$ cat config.mk
export PLATFORM = sky130hd
export DESIGN_NAME = priority_encoder_8_to_3
export DESIGN_NICKNAME = d
export VERILOG_FILES = /design/src/rtl/prio_enc_pkg.sv /design/src/rtl/priority_encoder_core.sv /design/src/rtl/priority_encoder_8_to_3.sv
export SDC_FILE = /design/constraint.sdc
export NUM_CORES = 1
export LEC_CHECK = 0
export BUFFER_PORTS_ARGS = -buffer_cell sky130_fd_sc_hd__buf_2
export CAP_MARGIN = 10
export CORE_MARGIN = 5
export CORE_UTILIZATION = 52
export DETAILED_ROUTE_END_ITERATION = 12
export GPL_ROUTABILITY_DRIVEN = 0
export PLACE_DENSITY = 0.83
export SLEW_MARGIN = 20
export SYNTH_ARGS = -nofsm -noshare
export SYNTH_HDL_FRONTEND = slang
export SYNTH_SLANG_ARGS = --single-unit
export TNS_END_PERCENT = 100
$ cat constraint.sdc
create_clock -name clk -period 1.39 [get_ports clk]
set_input_delay 0.139 -clock clk [delete_from_list [all_inputs] [get_ports clk]]
set_output_delay 0.139 -clock clk [all_outputs]
set_load 0.01 [all_outputs]
$ cat src/rtl/prio_enc_pkg.sv
// Shared widths, limits and index-to-code ordering for the 8-to-3 priority encoder.
package prio_enc_pkg;

  localparam int unsigned IN_W       = 8;
  localparam int unsigned CODE_W     = 3;
  localparam int unsigned ERRCNT_W   = 8;
  localparam int unsigned ERRCNT_MAX = 255;

  // Bit-reversed ordering: index = 4*code[0] + 2*code[1] + code[2].
  function automatic logic [CODE_W-1:0] idx_to_code(input logic [CODE_W-1:0] idx);
    return {idx[0], idx[1], idx[2]};
  endfunction

endpackage

$ cat src/rtl/priority_encoder_core.sv
// Combinational winner select, all-zero and multi-hot detection for one request vector.
module priority_encoder_core
  import prio_enc_pkg::*;
#(
  parameter bit MSB_PRIORITY = 1'b1
) (
  input  logic [IN_W-1:0]   in_data,
  output logic [CODE_W-1:0] code,
  output logic              none,
  output logic              multi
);

  logic [CODE_W-1:0] idx;
  logic [3:0]        cnt;
  logic              found;

  always_comb begin
    idx   = '0;
    cnt   = '0;
    found = 1'b0;
    // Ascending scan: MSB priority keeps the last hit, LSB priority keeps the first.
    for (int i = 0; i < IN_W; i++) begin
      if (in_data[i]) begin
        cnt = cnt + 4'd1;
        if (MSB_PRIORITY || !found) begin
          idx = CODE_W'(i);
        end
        found = 1'b1;
      end
    end
    code  = idx_to_code(idx);
    none  = (in_data == '0);
    multi = (cnt >= 4'd2);
  end

endmodule

$ cat src/rtl/priority_encoder_8_to_3.sv
// Registered 8-to-3 priority encoder with valid/ready handshake on both sides.
// Optional saturating multi-hot counter on err_cnt when PRIO_ENC_ERRCNT_EN is defined.
module priority_encoder_8_to_3
  import prio_enc_pkg::*;
#(
  parameter bit MSB_PRIORITY = 1'b1
) (
  input  logic              clk,
  input  logic              rst,
  input  logic [IN_W-1:0]   in_data,
  input  logic              in_valid,
  output logic              in_ready,
  output logic [CODE_W-1:0] out_code,
  output logic              out_none,
  output logic              out_multi,
  output logic              out_valid,
  input  logic              out_ready
`ifdef PRIO_ENC_ERRCNT_EN
  ,
  output logic [ERRCNT_W-1:0] err_cnt
`endif
);

  typedef enum logic {StEmpty, StFull} state_e;

  state_e            state_q, state_d;
  logic [CODE_W-1:0] code_q, core_code;
  logic              none_q, core_none;
  logic              multi_q, core_multi;
  logic              in_xfer;

  priority_encoder_core #(
    .MSB_PRIORITY(MSB_PRIORITY)
  ) u_core (
    .in_data(in_data),
    .code   (core_code),
    .none   (core_none),
    .multi  (core_multi)
  );

  assign in_ready = (state_q == StEmpty) || out_ready;
  assign in_xfer  = in_valid && in_ready;

  always_comb begin
    state_d = state_q;
    if (in_xfer) begin
      state_d = StFull;
    end else if (out_ready) begin
      state_d = StEmpty;
    end
  end

  always_ff @(posedge clk or posedge rst) begin
    if (rst) begin
      state_q <= StEmpty;
      code_q  <= '0;
      none_q  <= 1'b0;
      multi_q <= 1'b0;
    end else begin
      state_q <= state_d;
      if (in_xfer) begin
        code_q  <= core_code;
        none_q  <= core_none;
        multi_q <= core_multi;
      end
    end
  end

  assign out_valid = (state_q == StFull);
  assign out_code  = code_q;
  assign out_none  = none_q;
  assign out_multi = multi_q;

`ifdef PRIO_ENC_ERRCNT_EN
  logic [ERRCNT_W-1:0] err_cnt_q, err_cnt_d;

  always_comb begin
    err_cnt_d = err_cnt_q;
    if (in_xfer && core_multi && (err_cnt_q != ERRCNT_W'(ERRCNT_MAX))) begin
      err_cnt_d = err_cnt_q + ERRCNT_W'(1);
    end
  end

  always_ff @(posedge clk or posedge rst) begin
    if (rst) begin
      err_cnt_q <= '0;
    end else begin
      err_cnt_q <= err_cnt_d;
    end
  end

  assign err_cnt = err_cnt_q;
`else
  // Multi-hot status is reported per vector only; no history is kept.
`endif

endmodule

Word level (Yosys, flattened, before mapping) --
Cells that the tools add are included.
Word-level totals: bits in registers 6, latch bits 0, memory bits (writable) 0, ROM bits 0, input port bits 12, output and inout port bits 7, logic and storage cells 34, memories kept 0
Operators by class: add/subtract/negate cells 7, $mul 0, div/mod/pow operators 0, $lt $le $gt $ge 1, eq/ne operators 0, shift-type cells 0, mux-type cells 17, bitwise operators 1, reductions and logical operators 4
Operators with widths (count):
- $mux 4 | 7
- $add 4x1->4 const B | 6
- $mux 3 | 4
- $logic_not 8->1 | 1
- $ge 4x2->1 const B | 1
- $mux 1 | 4
- $mux 2 | 2
- $add 1x1->2 const B | 1
- $reduce_bool 2->1 | 1
- $logic_and 1x1->1 | 1
- $logic_or 1x1->1 | 1
- $not 1->1 | 1

Depth between registers and ports, before layout --
Gate-level depths: netlist of run 1.
depth in word-level cells 16, mapped depth 21, gate-level depth less buffers 21

Modules after synthesis --
From an unflattened synthesis of run 1, not the netlist that was laid out.
Second synthesis, totals: cell total of the unflattened synthesis 106, area, all modules 975.9 µm²
Modules (own cells, without submodules):
- priority_encoder_core | instances 1, cells an instance 91, area an instance 714.4 µm², sequential area each 0.0 µm²
- priority_encoder_8_to_3 | instances 1, cells an instance 15, area an instance 261.5 µm², sequential area each 150.1 µm²

Worst setup path before layout of run 1 --
No wires, ideal clock.
path kind input to register, start in in_data[0], end reg multi_q, in the netlist out_multi, setup time 0.129 ns, data arrival time 3.416 ns, required time 1.261 ns, slack -2.155 ns, cell stages on the path 19, path buffers 0, path through inv_1 ha_1 xnor3_2 inv_1 ha_1 xnor2_1 nand2_1 o211ai_1 o21ai_0 ha_1 a2bb2oi_1 o21ai_0 inv_1 ha_1 xor3_1 xor2_1 a21oi_1 o21ai_0 nand3_1
Between the ends: cells in the longest elaborated chain, start to end 16
Ends and longest elaborated chain:
- start: declaration | RTL line priority_encoder_8_to_3.sv:10 | input logic [IN_W-1:0] in_data,
- $mux 1 * | RTL line priority_encoder_core.sv:23 | if (in_data[i]) begin
- $add 1x1->2 | RTL line priority_encoder_core.sv:24 | cnt = cnt + 4'd1;
- $mux 4 * | RTL line priority_encoder_core.sv:23
- $add 4x1->4 | RTL line priority_encoder_core.sv:24
- $mux 4 * | RTL line priority_encoder_core.sv:23
- $add 4x1->4 | RTL line priority_encoder_core.sv:24
- $mux 4 * | RTL line priority_encoder_core.sv:23
- $add 4x1->4 | RTL line priority_encoder_core.sv:24
- $mux 4 * | RTL line priority_encoder_core.sv:23
- $add 4x1->4 | RTL line priority_encoder_core.sv:24
- $mux 4 * | RTL line priority_encoder_core.sv:23
- $add 4x1->4 | RTL line priority_encoder_core.sv:24
- $mux 4 * | RTL line priority_encoder_core.sv:23
- $add 4x1->4 | RTL line priority_encoder_core.sv:24
- $mux 4 * | RTL line priority_encoder_core.sv:23
- $ge 4x2->1 * | RTL line priority_encoder_core.sv:33 | multi = (cnt >= 4'd2);
- end signal: assignment | RTL line priority_encoder_8_to_3.sv:64 | multi_q <= core_multi;
- end: declaration | RTL line priority_encoder_8_to_3.sv:29 | logic multi_q, core_multi;
Mark *: on every way between the ends. The rest lies on a longest branch, timed or not. A chain may end at the register's enable or synchronous reset.

Worst setup path in the final report of run 1 --
start in in_data[1], end reg multi_q, in the netlist out_multi
Between the ends: cells in the longest elaborated chain, start to end 14
Ends and longest elaborated chain (RTL line):
- $mux 4 * | priority_encoder_core.sv:23
- $add 4x1->4 | priority_encoder_core.sv:24
- $mux 4 * | priority_encoder_core.sv:23
- $add 4x1->4 | priority_encoder_core.sv:24
- $mux 4 * | priority_encoder_core.sv:23
- $add 4x1->4 | priority_encoder_core.sv:24
- $mux 4 * | priority_encoder_core.sv:23
- $add 4x1->4 | priority_encoder_core.sv:24
- $mux 4 * | priority_encoder_core.sv:23
- $add 4x1->4 | priority_encoder_core.sv:24
- $mux 4 * | priority_encoder_core.sv:23
- $add 4x1->4 | priority_encoder_core.sv:24
- $mux 4 * | priority_encoder_core.sv:23
- $ge 4x2->1 * | priority_encoder_core.sv:33
Marks and branches as above.

==> results.cfg, run 1 <==
[run_status]
status = complete, but fails checks
failed_checks = negative setup slack

[placed_design]
place_area_sq_um = 1330
dp_slack_ns = -2.16
hpwl_microns = 2130
io_buffers = 18

[worst_setup_path]
slowest_delay_ns = 0.31
cp-start-kind = input pin
required_ns = 1.52
worstSetupEndpointType = register
cp_max_fo = 4
cp_slowest_cell = ha_1
arrival_ns = 3.28
crit_chain = buf_4 -> inv_6 -> ha_4 -> xor2_4 -> ha_1 -> mux2_4 -> xnor2_2 -> mux2_4 -> ha_4 -> nor2_1 -> a2bb2oi_2 -> o21ai_2 -> inv_1 -> ha_2 -> xor3_2 -> xor2_1 -> a21oi_1 -> o21ai_1 -> nand3_1
r2r_slack_ns = 0.22
worstSetupPathType = input pin to register

[logic_synthesis]
netlist.area_leader.share_pct = 15.9
synth_area_sq_um = 943
synth-async-reset-ratio_pct = 100
synth_edf_count = 0
yosysSeqAreaShare_pct = 15.9
yosysUniqueCellTypes = 42
syn_area_per_cell_sq_um = 8.06
synth-seq-cells = 6
syn-num-nets = 138
syn_inst = 117
yosysTopAreaCell = dfrtp_1
ys.flop_type = dfrtp_1
synthTopCellsByArea = dfrtp_1 16%, ha_1 12%, xnor2_1 6.5%, nand2_1 5.6%, xor3_1 5.0%
yosysWarnings = 0

[clock_network]
cts_tree = built
numCtsBuffers = 3
clock_path_buffers = 2
cts_setup_buffers = 0
clk_pin_slew_worst_paths_ns = 0.04
cts.sinks = 6
cts-root-buf = clkbuf_4
clock_latency_ns = 0.26
cts-htree-levels = 1

[cells_and_area]
final_common_cell = buf_4
layout.nets = 187
synthToLayoutAreaGrowth_pct = 51.1
drive_gt1_share_pct = 43.3
diodes = 0
final_area_sq_um = 1430
final_cell_mix = 32 x buf_4, 16 x buf_2, 14 x nand2_1

[global_routing]
grt_pass1_vias = 995
grt_start_max_net_pins = 13
grt.total_usage_pct = 20.8
antenna_found_initial = 0
grt_pass1_wl_microns = 4250
gr-total-overflow = 0

[routing]
ant_nets = 0
vias_per_cell = 5.33
wire_per_inst_microns = 13.7
drc = 0
firstDrtPassIters = 4
wirelength_microns = 2580
drt_iter0_markers = 16
routed-via-count = 1007

[sta]
setup_tns_ns = -1.76
hold_viol = 0
post-route-period-util_pct = 227
fmax_mhz = 317
rsz0062_at_grt = true
tightest_slew_ns = 0.387
drv_slew = 0
layout_setup_ws_ns = -1.76
period_minus_slack_ns = 3.15
setup_viol = 1
clock_skew_ns = 0.00500
relSlewSlack_pct = 74.0
hold_ws_ns = 0.106

[power]
internal-power_w = 0.000841
swShare_pct = 39.1
p_leak_nw = 0.671
power_switching_w = 0.000540
clkPwrFrac_pct = 12.2
peakVddDrop_mv = 0.700
powerDensity_nw_per_um2 = 969
pwr-share-seq_pct = 15.4
combPwrFrac_pct = 72.4

[die]
die_h_microns = 52.6
io_pins = 19
fp.dieW_microns = 52.6
initial_utilization_pct = 54.6
die_area_sq_um = 2770
rows = 15
core_sq_um = 1730

[flow_run]
max_cap_violations = 0

[hold_path]
min_path_type = input pin to register
[area by class of cell]
cell class / count / area, sq um
fill: 117 / 302
tap: 25 / 31.3
sequential: 6 / 150
inverter: 10 / 55.1
clock buffer: 3 / 22.5
timing repair buffer: 50 / 342
multi-input combinational: 95 / 825
[synthesized netlist by cell type (2+ instances only)]
library cell / instances
a211oi_1: 2
a21oi_1: 4
a311oi_1: 2
and2_1: 2
buf_4: 2
clkbuf_1: 2
dfrtp_1: 6
ha_1: 9
inv_1: 10
mux2_2: 2
nand2_1: 14
nand2b_1: 6
nand3_1: 3
nor2_1: 4
nor3_1: 2
nor4_1: 2
o211ai_1: 2
o21a_1: 2
o21ai_0: 8
xnor2_1: 7
xor2_1: 4
xor3_1: 2
[per-layer routing]
layer / GRT usage (%) / share of wire, % / vias up
met3: 2.28 / 3.6 / 4
met2: 40.1 / 53 / 23
met1: 22.9 / 42 / 473
met5: 0 / 0 / -
met4: 7.66 / 1.7 / 0
li1: - / - / 507
[worst paths after layout]
path	from	end	cells after the start
worst max-delay path	in_data[1]	out_multi	19
worst min-delay path	in_valid	out_valid	2
worst max register to register	out_valid	out_multi	5
worst min register to register	out_none	out_none	2
max in group asynchronous	rst	out_valid	3
min in group asynchronous	rst	out_code[1]	3
[power groups by stage]
| stage | registers (W) | clock network, W | logic (W) |
|---|---|---|---|
| global placement | 0.000213 | 0 | 0.000887 |
| detailed placement | 0.000215 | 0 | 0.000930 |
| CTS | 0.000213 | 0.000169 | 0.000966 |
| floorplan | 0.000226 | 0 | 0.000556 |
| global route | 0.000213 | 0.000173 | 0.00111 |
| finish | 0.000212 | 0.000169 | 0.00100 |
[flip-flops by register name, summed over array words and instances (netlist names)]
register and flops:
out_none 1, out_valid 1, out_multi 1, out_code 3
[critical path, delay by kind of cell]
kind	cells	cell delay [ns]
fa+ha+maj	4	0.99
simple gates	2	0.13
mux	2	0.56
buf+inv	3	0.23
compound gates	4	0.44
xor+xnor	4	0.77
[cell families after synthesis]
logic type | Yosys count | share of synthesized area, %
xor+xnor | 15 | 19.5
simple gates | 39 | 21.0
compound gates | 29 | 21.0
fa+ha+maj | 9 | 11.9
mux | 3 | 3.45
flops | 6 | 15.9
buf+inv | 16 | 7.29
[timing repair]
item | CTS | global route
resized for setup | 8 | 6
pin swaps | 1 | 4
cloned | 0 | 0
setup endpoints to repair | 1 | 1
hold endpoints to repair | 6 | 0
hold buffers | 1 | 0
[stage by stage]
stage / instances / util [%] / power, W
6_report: 189 / 82.5 / 0.00138
5_1_grt: 189 / 82.5 / 0.00150
4_1_cts: 189 / 80.7 / 0.00135
3_5_place_dp: 185 / 77.0 / 0.00114
3_3_place_gp: 185 / 77.0 / 0.00110
2_1_floorplan: 117 / - / 0.000782
(Power assumes the default switching activity.)
==> inputs of run 2 (changes only) <==
--- a/config.mk
+++ b/config.mk
@@ -8,10 +8,10 @@
 export BUFFER_PORTS_ARGS = -buffer_cell sky130_fd_sc_hd__buf_2
 export CAP_MARGIN = 10
 export CORE_MARGIN = 5
-export CORE_UTILIZATION = 52
+export CORE_UTILIZATION = 40
 export DETAILED_ROUTE_END_ITERATION = 12
 export GPL_ROUTABILITY_DRIVEN = 0
-export PLACE_DENSITY = 0.83
+export PLACE_DENSITY = 0.68
 export SLEW_MARGIN = 20
 export SYNTH_ARGS = -nofsm -noshare
 export SYNTH_HDL_FRONTEND = slang
==> run 2 against run 1 <==
The run still ends with negative setup slack left. Non-clock buffer count fell by 2. Design area fell by 1.9%. Worst setup slack improved by 0.012 ns. Critical path type unchanged. Utilization fell by 20 points. Clock power fell by 6%. Highest routed layer unchanged. Maximum frequency rose by 0.38%. Clock-buffer cell count did not move. Largest cell class unchanged. Total power fell by 4.5%.
==> results.cfg, run 2 (synthesis gave the netlist of run 1 again) <==
[run_status]
status = complete, but fails checks
failed_checks = negative setup slack

[sta]
clock_skew_ns = 0.00435
layout_setup_ws_ns = -1.75
post-route-period-util_pct = 226
drv_slew = 0
rsz0062_at_grt = true
fmax_mhz = 319
period_minus_slack_ns = 3.14
setup_viol = 1
hold_viol = 0
relSlewSlack_pct = 76.8
setup_tns_ns = -1.75
tightest_slew_ns = 0.346

[cells_and_area]
synthToLayoutAreaGrowth_pct = 48.1
drive_gt1_share_pct = 40.7
area.sequential_sq_um = 150
largest_register_ffs = 3
fill_cells = 220
final_common_cell = buf_4
layout.nets = 185
diodes = 0
multi_input_area_sq_um = 808
final_cell_mix = 30 x buf_4, 16 x buf_2, 14 x nand2_1

[clock_network]
cts_tree = built
numCtsBuffers = 3
clock_latency_ns = 0.24
clk_pin_slew_worst_paths_ns = 0.04
cts.sinks = 6
cts-root-buf = clkbuf_4
clock_path_buffers = 2
cts-htree-levels = 1

[hold_path]
whs_path_depth = 2
worstHoldStart = in_valid
hold_end = out_valid
min_path_type = input pin to register

[worst_setup_path]
arrival_ns = 3.26
crit_chain = buf_4 -> inv_6 -> ha_4 -> o21ai_0 -> ha_1 -> mux2_2 -> xnor2_2 -> o211ai_1 -> o21ai_1 -> ha_1 -> a2bb2oi_1 -> o21ai_1 -> inv_1 -> ha_2 -> xor3_2 -> nor4_2 -> a311oi_1 -> o21ai_1 -> nand3_1
crit_start = in_data[1]
cp_slowest_cell = ha_1
cp_max_fo = 4
worstSetupPathType = input pin to register
cp-start-kind = input pin
worst_r2r_startpoint = out_valid
slowest_delay_ns = 0.31
cp_common_cell = o21ai_1
rr_endpoint = out_multi
required_ns = 1.52
worstSetupEndpointType = register
r2r_slack_ns = 0.10
r2r_cells = 5

[global_routing]
antenna_found_initial = 0
grt_pass1_vias = 953
grt.total_usage_pct = 14.7
grt_pass1_wl_microns = 3930
grt_start_max_net_pins = 13
gr-total-overflow = 0

[die]
io_pins = 19
initial_utilization_pct = 42.2
fp.dieW_microns = 58.6
die_h_microns = 58.6
core_sq_um = 2230
die_area_sq_um = 3430
rows = 17

[placed_design]
dp_slack_ns = -2.12
hpwl_microns = 2010
io_buffers = 18

[routing]
ant_nets = 0
wirelength_microns = 2370
wire_per_inst_microns = 12.5
routed-via-count = 981
drc = 0
firstDrtPassIters = 3
drt_iter0_markers = 17
vias_per_cell = 5.16

[power]
p_leak_nw = 0.658
peakVddDrop_mv = 0.602
powerDensity_nw_per_um2 = 944

[flow_run]
max_cap_violations = 0
run 2: changes by cell type in the layout (fill, tap and decap cells not counted):
| cell | change |
|---|---|
| ha_1 | +1 |
| buf_4 | -2 |
| ha_2 | -1 |
| mux2_2 | +1 |
| a2bb2oi_1 | +1 |
| o21ai_0 | +1 |
| a2bb2oi_2 | -1 |
| mux2_4 | -1 |
| o21ai_2 | -1 |
run 2: layer usage:
metal / vias to the layer above / wire length (microns) / global-route usage (%)
met5: - / 0 / 0
met4: 0 / 53 / 6.29
met3: 5 / 88 / 2.41
met2: 18 / 1220 / 27.9
met1: 457 / 1010 / 15.9
li1: 501 / - / -
run 2: per-stage QoR:
stage	instances	power [W]	hold WS, ns	cell area (sq um)	util (%)
after global routing	190	0.00144	0.120	1400	62.6
after global placement	186	0.00109	0.0502	1320	59.0
after CTS	190	0.00132	0.113	1380	61.7
final	190	0.00132	0.117	1400	62.6
after floorplan	117	0.000782	-0.0700	1010	-
after detailed placement	186	0.00113	0.0576	1320	59.0
run 2: critical path: cells and delay by family:
kind	cells	cell delay, ns
AO/OA/AOI/OAI	7	0.93
adder cells (fa/ha/maj)	4	0.92
XOR/XNOR	2	0.43
AND/OR/NAND/NOR	2	0.30
multiplexers	1	0.29
buffers and inverters	3	0.25
run 2: cell type report:
type,instances,area share (%)
sequential,6,10.7
clock buffer,3,1.61
inverter,10,3.94
timing repair buffer,48,23.4
tap,28,2.51
multi-input combinational,95,57.8
run 2: power breakdown:
part / leakage, nW / internal [W] / total (W) / switching [W]
Clock: 0.0138 / 0.0000975 / 0.000159 / 0.0000611
Combinational: 0.575 / 0.000518 / 0.000951 / 0.000433
Sequential: 0.0687 / 0.000200 / 0.000210 / 0.00000969
run 2: how the worst max path moves through the flow:
stage                      to  slack (ns)
global placement    out_multi       -2.00
CTS                 out_multi       -1.78
floorplan           out_multi       -1.70
detailed placement  out_multi       -2.12
global route        out_multi       -1.97
finish              out_multi       -1.75
run 2: what timing repair did:
item | 4_1_cts | 5_1_grt
hold buffers | 1 | 0
setup buffers | 0 | 0
setup endpoints to repair | 1 | 1
pin swaps | 0 | 1
gates resized for setup | 6 | 3
endpoints found under the hold margin | 6 | 0
